--- config.mk ---
export PLATFORM = sky130hd
export DESIGN_NAME = ni_packetizer
export DESIGN_NICKNAME = d
export VERILOG_FILES = /design/src/rtl/noc_pkg.sv /design/src/rtl/ni_byte_fifo.sv /design/src/rtl/ni_packetizer.sv
export SDC_FILE = /design/constraint.sdc
export NUM_CORES = 1
export LEC_CHECK = 0
export ABC_AREA = 0
export ABC_CLOCK_PERIOD_IN_PS = 7200
export CORE_ASPECT_RATIO = 1.2
export CORE_UTILIZATION = 36
export CTS_CLUSTER_SIZE = 20
export DETAILED_ROUTE_END_ITERATION = 8
export PLACE_DENSITY = 0.49
export SYNTH_ARGS = -nofsm -noshare
export SYNTH_HDL_FRONTEND = slang
export SYNTH_SLANG_ARGS = --single-unit
export TNS_END_PERCENT = 20
--- constraint.sdc ---
create_clock -name clk -period 7.2 [get_ports clk]
set_input_delay 1.8 -clock clk [delete_from_list [all_inputs] [get_ports clk]]
set_output_delay 1.8 -clock clk [all_outputs]
set_load 0.01 [all_outputs]
--- src/rtl/noc_pkg.sv ---
// Shared NI/router link encodings, packetizer FSM states and command payload.
// Contents: flit width and reserved flit codes, head prefix, state enum,
// latched command struct and the payload-byte legality check.
package noc_pkg;

    localparam int unsigned FLIT_W = 8;
    localparam int unsigned DEST_W = 2;
    localparam int unsigned CNT_W  = 8;

    localparam logic [5:0]        HEAD_PREFIX = 6'b101111;
    localparam logic [FLIT_W-1:0] TRAILER     = 8'hFF;
    localparam logic [FLIT_W-1:0] IDLE_FLIT   = 8'h00;
    localparam logic [FLIT_W-1:0] SUB_BYTE    = 8'hFE;

    typedef enum logic [1:0] {
        S_IDLE      = 2'd0,
        S_WAIT_FREE = 2'd1,
        S_BODY      = 2'd2,
        S_TRAIL     = 2'd3
    } pkt_state_e;

    typedef struct packed {
        logic [DEST_W-1:0] dest;
        logic [CNT_W-1:0]  len;
    } pkt_cmd_t;

    // Payload bytes that would be mistaken for idle, trailer or a head flit.
    function automatic logic is_illegal_byte(input logic [FLIT_W-1:0] b);
        return (b == IDLE_FLIT) || (b == TRAILER) || (b[FLIT_W-1:2] == HEAD_PREFIX);
    endfunction

endpackage

--- src/rtl/ni_byte_fifo.sv ---
// Payload byte FIFO for the NI packetizer.
// Ports: clk, rst (async active-low), push/wr_data (write side),
// pop/rd_data_c (first-word fall-through read, combinational data),
// full/empty (registered status flags).
module ni_byte_fifo #(
    parameter int unsigned DEPTH = 16,
    parameter int unsigned WIDTH = 8
) (
    input  logic             clk,
    input  logic             rst,
    input  logic             push,
    input  logic [WIDTH-1:0] wr_data,
    input  logic             pop,
    output logic [WIDTH-1:0] rd_data_c,
    output logic             full,
    output logic             empty
);

    localparam int unsigned AW = $clog2(DEPTH);
    localparam int unsigned PW = AW + 1;

    logic [WIDTH-1:0] mem [DEPTH];
    logic [PW-1:0]    wr_ptr;
    logic [PW-1:0]    rd_ptr;
    logic [PW-1:0]    wr_ptr_n;
    logic [PW-1:0]    rd_ptr_n;
    logic             do_push;
    logic             do_pop;

    // Status is taken from the registered flags, so a push and pop in the
    // same cycle both proceed based on the state before either happens.
    assign do_push = push && !full;
    assign do_pop  = pop && !empty;

    assign wr_ptr_n  = wr_ptr + PW'(do_push);
    assign rd_ptr_n  = rd_ptr + PW'(do_pop);
    assign rd_data_c = mem[rd_ptr[AW-1:0]];

    // Pointers and flags; the extra pointer MSB separates full from empty.
    always_ff @(posedge clk or negedge rst) begin
        if (!rst) begin
            wr_ptr <= '0;
            rd_ptr <= '0;
            full   <= 1'b0;
            empty  <= 1'b1;
        end else begin
            wr_ptr <= wr_ptr_n;
            rd_ptr <= rd_ptr_n;
            full   <= (wr_ptr_n[AW] != rd_ptr_n[AW]) &&
                      (wr_ptr_n[AW-1:0] == rd_ptr_n[AW-1:0]);
            empty  <= (wr_ptr_n == rd_ptr_n);
        end
    end

    // Storage array carries no reset; contents are only read when non-empty.
    always_ff @(posedge clk) begin
        if (do_push) begin
            mem[wr_ptr[AW-1:0]] <= wr_data;
        end
    end

endmodule

--- src/rtl/ni_packetizer.sv ---
// Transmit side of the NI-to-router link: frames queued payload bytes as
// HEAD / body / TRAILER flits onto the router's NI input.
// Ports: clk, rst (async active-low); wr_en/wr_data/full (payload FIFO);
// cmd_valid/cmd_ready/cmd_dest/cmd_len (packet request); free (router
// switch free); flit_out (8'h00 = no flit); busy, pkt_done, err_len,
// err_byte (status pulses). All outputs are registered.
module ni_packetizer
    import noc_pkg::*;
#(
    parameter int unsigned FIFO_DEPTH = 16,
    parameter int unsigned MAX_LEN    = 15
) (
    input  logic              clk,
    input  logic              rst,
    input  logic              wr_en,
    input  logic [FLIT_W-1:0] wr_data,
    output logic              full,
    input  logic              cmd_valid,
    output logic              cmd_ready,
    input  logic [DEST_W-1:0] cmd_dest,
    input  logic [CNT_W-1:0]  cmd_len,
    input  logic              free,
    output logic [FLIT_W-1:0] flit_out,
    output logic              busy,
    output logic              pkt_done,
    output logic              err_len,
    output logic              err_byte
);

    pkt_state_e        state;
    pkt_state_e        state_n;
    pkt_cmd_t          cmd_q;
    pkt_cmd_t          cmd_n;
    logic [CNT_W-1:0]  cnt;
    logic [CNT_W-1:0]  cnt_n;
    logic              free_q;
    logic [FLIT_W-1:0] flit_n;
    logic              pkt_done_n;
    logic              err_len_n;
    logic              err_byte_n;
    logic              len_ok;
    logic              pop;
    logic [FLIT_W-1:0] fifo_data;
    logic              fifo_empty;

    ni_byte_fifo #(
        .DEPTH (FIFO_DEPTH),
        .WIDTH (FLIT_W)
    ) u_fifo (
        .clk       (clk),
        .rst       (rst),
        .push      (wr_en),
        .wr_data   (wr_data),
        .pop       (pop),
        .rd_data_c (fifo_data),
        .full      (full),
        .empty     (fifo_empty)
    );

    assign len_ok = (cmd_len != '0) && (cmd_len <= CNT_W'(MAX_LEN));

    // State, command latch and registered outputs.
    always_ff @(posedge clk or negedge rst) begin
        if (!rst) begin
            state     <= S_IDLE;
            cmd_q     <= '0;
            cnt       <= '0;
            free_q    <= 1'b0;
            flit_out  <= IDLE_FLIT;
            pkt_done  <= 1'b0;
            err_len   <= 1'b0;
            err_byte  <= 1'b0;
            busy      <= 1'b0;
            cmd_ready <= 1'b1;
        end else begin
            state     <= state_n;
            cmd_q     <= cmd_n;
            cnt       <= cnt_n;
            // free is retimed through a flop and only tracked while waiting,
            // so a level left over from a previous packet is never reused.
            free_q    <= (state == S_WAIT_FREE) && free;
            flit_out  <= flit_n;
            pkt_done  <= pkt_done_n;
            err_len   <= err_len_n;
            err_byte  <= err_byte_n;
            busy      <= (state_n != S_IDLE);
            cmd_ready <= (state_n == S_IDLE);
        end
    end

    // Next-state, flit selection and byte sanitising.
    always_comb begin
        state_n    = state;
        cmd_n      = cmd_q;
        cnt_n      = cnt;
        flit_n     = IDLE_FLIT;
        pkt_done_n = 1'b0;
        err_len_n  = 1'b0;
        err_byte_n = 1'b0;
        pop        = 1'b0;

        unique case (state)
            S_IDLE: begin
                if (cmd_valid) begin
                    if (len_ok) begin
                        cmd_n.dest = cmd_dest;
                        cmd_n.len  = cmd_len;
                        state_n    = S_WAIT_FREE;
                    end else begin
                        err_len_n = 1'b1;
                    end
                end
            end
            S_WAIT_FREE: begin
                if (free_q) begin
                    flit_n  = {HEAD_PREFIX, cmd_q.dest};
                    cnt_n   = '0;
                    state_n = S_BODY;
                end
            end
            S_BODY: begin
                // An empty FIFO leaves an idle bubble; the router holds the route.
                if (!fifo_empty) begin
                    pop   = 1'b1;
                    cnt_n = cnt + CNT_W'(1);
                    if (is_illegal_byte(fifo_data)) begin
                        flit_n     = SUB_BYTE;
                        err_byte_n = 1'b1;
                    end else begin
                        flit_n = fifo_data;
                    end
                    if (cnt_n == cmd_q.len) begin
                        state_n = S_TRAIL;
                    end
                end
            end
            S_TRAIL: begin
                flit_n     = TRAILER;
                pkt_done_n = 1'b1;
                state_n    = S_IDLE;
            end
            default: begin
                state_n = S_IDLE;
            end
        endcase
    end

endmodule

==> metrics.txt <==
pin count of the biggest net entering global routing=47; Setup Buffers After CTS=0; Final setup viols=0; Initial Util=0.367; GRT Util Overall=0.158; Std-Cell Rows=56; unrepaired setup endpoints after global routing=no; number of port buffers=36; Post-Syn Area per Cell=16.5 um2; post-detailed-placement half-perimeter wirelength=9760 um; Vias/cell=5.01; P&R area growth vs syn=16.6%; worst slew slack as a fraction of its limit=0.238; arrival time of the worst setup path=3.71 ns; Worst Skew=0.00603 ns; Setup TNS=0 ns; total of max-cap violations=0; Initial DRC Count=234; hold-fix buffer count after cts=0; Post-route DRC=0; Filler Cells Inserted=1,804; worst hold path class=reg -> reg; antenna viol nets, final=0; first-pass GRT wire length=22,900 um; minimum hold slack=0.515 ns; via count of the routed design=3,740; clock net sink count=174; root buf cell=sky130_fd_sc_hd__clkbuf_16; warning count from the yosys run=0; largest stage delay on the critical path=0.88 ns; worst-skew pair later-pin latency=0.43 ns; number of distinct library cells after synthesis=46; Netlist Area Pre-Place=7150 um2; number of buffers and inverters on the critical path=1; number of placed cells counting well taps=715; proportion of synthesized flip-flops having asynchronous set or reset=0.264; weighted congestion at the end of routability-driven global placement=0.748; total power density per cell area=386 nW/um2; area share of the largest cell type after synthesis=0.538; number of storage elements in the synthesis netlist=174; LEAKAGE=2.97 nW; Crit Path Category=in -> reg; x dimension of the die=131 um; Boundary Pins=37; Worst EP required=7.24 ns; clock slew at the register clock pins of the worst setup and hold paths=0.07 ns; CP max FO=8; total inserted antenna cells=0; antenna violations before repair=0; time the final worst path needs with I/O delays and setup=3.67 ns; Vert. Die Dim=156 um; Clock H-tree levels=4; drt pass-1 iters=4; peak clock frequency supported by timing=0.273 GHz; kind of cell adding the most delay to the critical path=simple AND/OR/NAND/NOR gates; fraction of final layout cells sized beyond drive strength 1=0.144; standard cell with the maximum stage delay on the critical path=sky130_fd_sc_hd__nor3_1; Post-synth EDFFs=128; ranking of synthesized cells by area=sky130_fd_sc_hd__edfxtp_1 54%, sky130_fd_sc_hd__dfrtp_1 15%, sky130_fd_sc_hd__mux4_2 5.7%, sky130_fd_sc_hd__mux4_1 4.4%, sky130_fd_sc_hd__nand3_1 1.5%; Num CTS Buffers=17; post-route clock period utilization=0.510; commonest register cell after synthesis=sky130_fd_sc_hd__edfxtp_1; overflow left after global routing=0; CTS tree=built; Resized Gates After CTS=0; number of nets in the layout=501; cell taking the most area after synthesis=sky130_fd_sc_hd__edfxtp_1; Startpoint Class=input pin; DIE AREA=20,400 um2; detailed-route wire length per cell=19.5 um; Final Instance Count excl. Fillers=747; vias in the first global route=3,995; max-slew violation total from the final report=0; share of synthesized area occupied by flip-flops and latches=0.699; Post-Synthesis Net Count=460; result of the run=completed; Core ar.=19,500 um2; Max Root-Sink Buffers=2; critical path endpoint category=flop; worst ir drop on vdd=182 uV; sum of routed wire length over all layers=14,600 um; Hold Violations, Final=0; transition time at the pin with the least slew margin=1.13 ns; synthesized instance count=432; cell-by-cell trace of the critical path=clkdlybuf4s50_1 -> nand2b_1 -> or3_1 -> nor3_1
state kept, by name (all words and copies together), names as in the netlist, 2 cells and up:
signal and flops:
u_fifo.mem 128, state 2, flit_out 8, u_fifo.wr_ptr 5
u_fifo.rd_ptr 5, cnt 8, cmd_q 10
through the flow:
step	setup slack (ns)	utilization	power [W]	area (um2)
floorplan	3.84	-	0.00205	7150
global placement	3.02	0.397	0.00232	7730
detailed placement	3.11	0.397	0.00233	7740
CTS	3.55	0.428	0.00326	8340
global route	3.39	0.428	0.00340	8340
finish	3.53	0.428	0.00322	8340
layer usage:
layer	vias up	part of all wire	GRT usage
met3	16	0.037	0.0297
met1	1892	0.44	0.197
met4	0	0.015	0.0662
li1	1748	-	-
met5	-	0	0
met2	84	0.51	0.266
final timing paths:
| kind | from | end | slack [ns] | cells past startpoint |
|---|---|---|---|---|
| min in group asynchronous | rst | u_fifo.rd_ptr[4] | 1.56 | 1 |
| worst max register to register | state[1] | u_fifo.empty | 4.08 | 9 |
| worst min register to register | cmd_q[4] | cmd_q[4] | 0.51 | 1 |
| worst max-delay path | wr_en | u_fifo.mem[0][3] | 3.53 | 4 |
| worst min-delay path | cmd_q[4] | cmd_q[4] | 0.51 | 1 |
| max in group asynchronous | rst | u_fifo.rd_ptr[0] | 4.94 | 1 |
final cells by class:
type / instances / area [um2] / area share
well taps: 261 / 327 / 0.0392
repair buffers: 40 / 385 / 0.0462
clock buffers: 18 / 429 / 0.0515
flip-flops and latches: 174 / 5000 / 0.600
multi-input cells: 232 / 2000 / 0.240
inverters: 8 / 30.0 / 0.00360
clock inverters: 14 / 165 / 0.0198
Yosys cell counts (9+ instances only):
cell	n
sky130_fd_sc_hd__xor2_1	12
sky130_fd_sc_hd__nand3_1	21
sky130_fd_sc_hd__nor2b_1	9
sky130_fd_sc_hd__mux4_1	12
sky130_fd_sc_hd__nor2_1	26
sky130_fd_sc_hd__nand2_1	27
sky130_fd_sc_hd__xnor2_1	12
sky130_fd_sc_hd__o21ai_0	19
sky130_fd_sc_hd__mux4_2	18
sky130_fd_sc_hd__dfrtp_1	44
sky130_fd_sc_hd__edfxtp_1	128
kinds of logic (layout without fill, tap and decap cells):
kind of cell / after synthesis / after routing / synth area share
simple gates: 123 / 123 / 0.0873
flops: 174 / 174 / 0.699
xor+xnor: 24 / 24 / 0.0294
compound gates: 40 / 40 / 0.0382
fa+ha+maj: 5 / 5 / 0.00875
buf+inv: 26 / 80 / 0.0212
mux: 40 / 40 / 0.116
placed cells by master (no fill, tap or decap), types with 3 or more instances in the layout:
cell	Yosys	routed
sky130_fd_sc_hd__mux4_1	12	12
sky130_fd_sc_hd__mux4_2	18	18
sky130_fd_sc_hd__inv_1	8	8
sky130_fd_sc_hd__nand2_1	27	27
sky130_fd_sc_hd__clkbuf_16	0	17
sky130_fd_sc_hd__buf_4	0	4
sky130_fd_sc_hd__o21ai_0	19	19
sky130_fd_sc_hd__nor3_1	5	5
sky130_fd_sc_hd__a21oi_1	4	4
sky130_fd_sc_hd__inv_6	0	3
sky130_fd_sc_hd__edfxtp_1	128	128
sky130_fd_sc_hd__and2_1	5	5
sky130_fd_sc_hd__or3_1	4	4
sky130_fd_sc_hd__nor2_1	26	26
sky130_fd_sc_hd__ha_1	5	5
sky130_fd_sc_hd__nor2b_1	9	9
sky130_fd_sc_hd__dfrtp_1	44	43
sky130_fd_sc_hd__xnor2_1	12	12
sky130_fd_sc_hd__and3_1	4	4
sky130_fd_sc_hd__nand4_1	7	7
sky130_fd_sc_hd__clkinv_2	0	3
sky130_fd_sc_hd__nor4_1	3	3
sky130_fd_sc_hd__xor2_1	12	12
sky130_fd_sc_hd__clkdlybuf4s50_1	0	35
sky130_fd_sc_hd__nand2b_1	4	4
sky130_fd_sc_hd__a22oi_1	4	4
sky130_fd_sc_hd__mux2_2	8	8
sky130_fd_sc_hd__nand3_1	21	21
sky130_fd_sc_hd__bufinv_16	0	3
power by group:
| group | leakage [nW] | internal (W) | switching, W | total (W) |
|---|---|---|---|---|
| combinational | 0.928 | 0.000411 | 0.000510 | 0.000921 |
| clock | 0.288 | 0.000546 | 0.000381 | 0.000927 |
| sequential | 1.76 | 0.00124 | 0.000127 | 0.00137 |
| total | 2.97 | 0.00220 | 0.00102 | 0.00322 |
No activity file was read; power rests on OpenSTA's default activity.
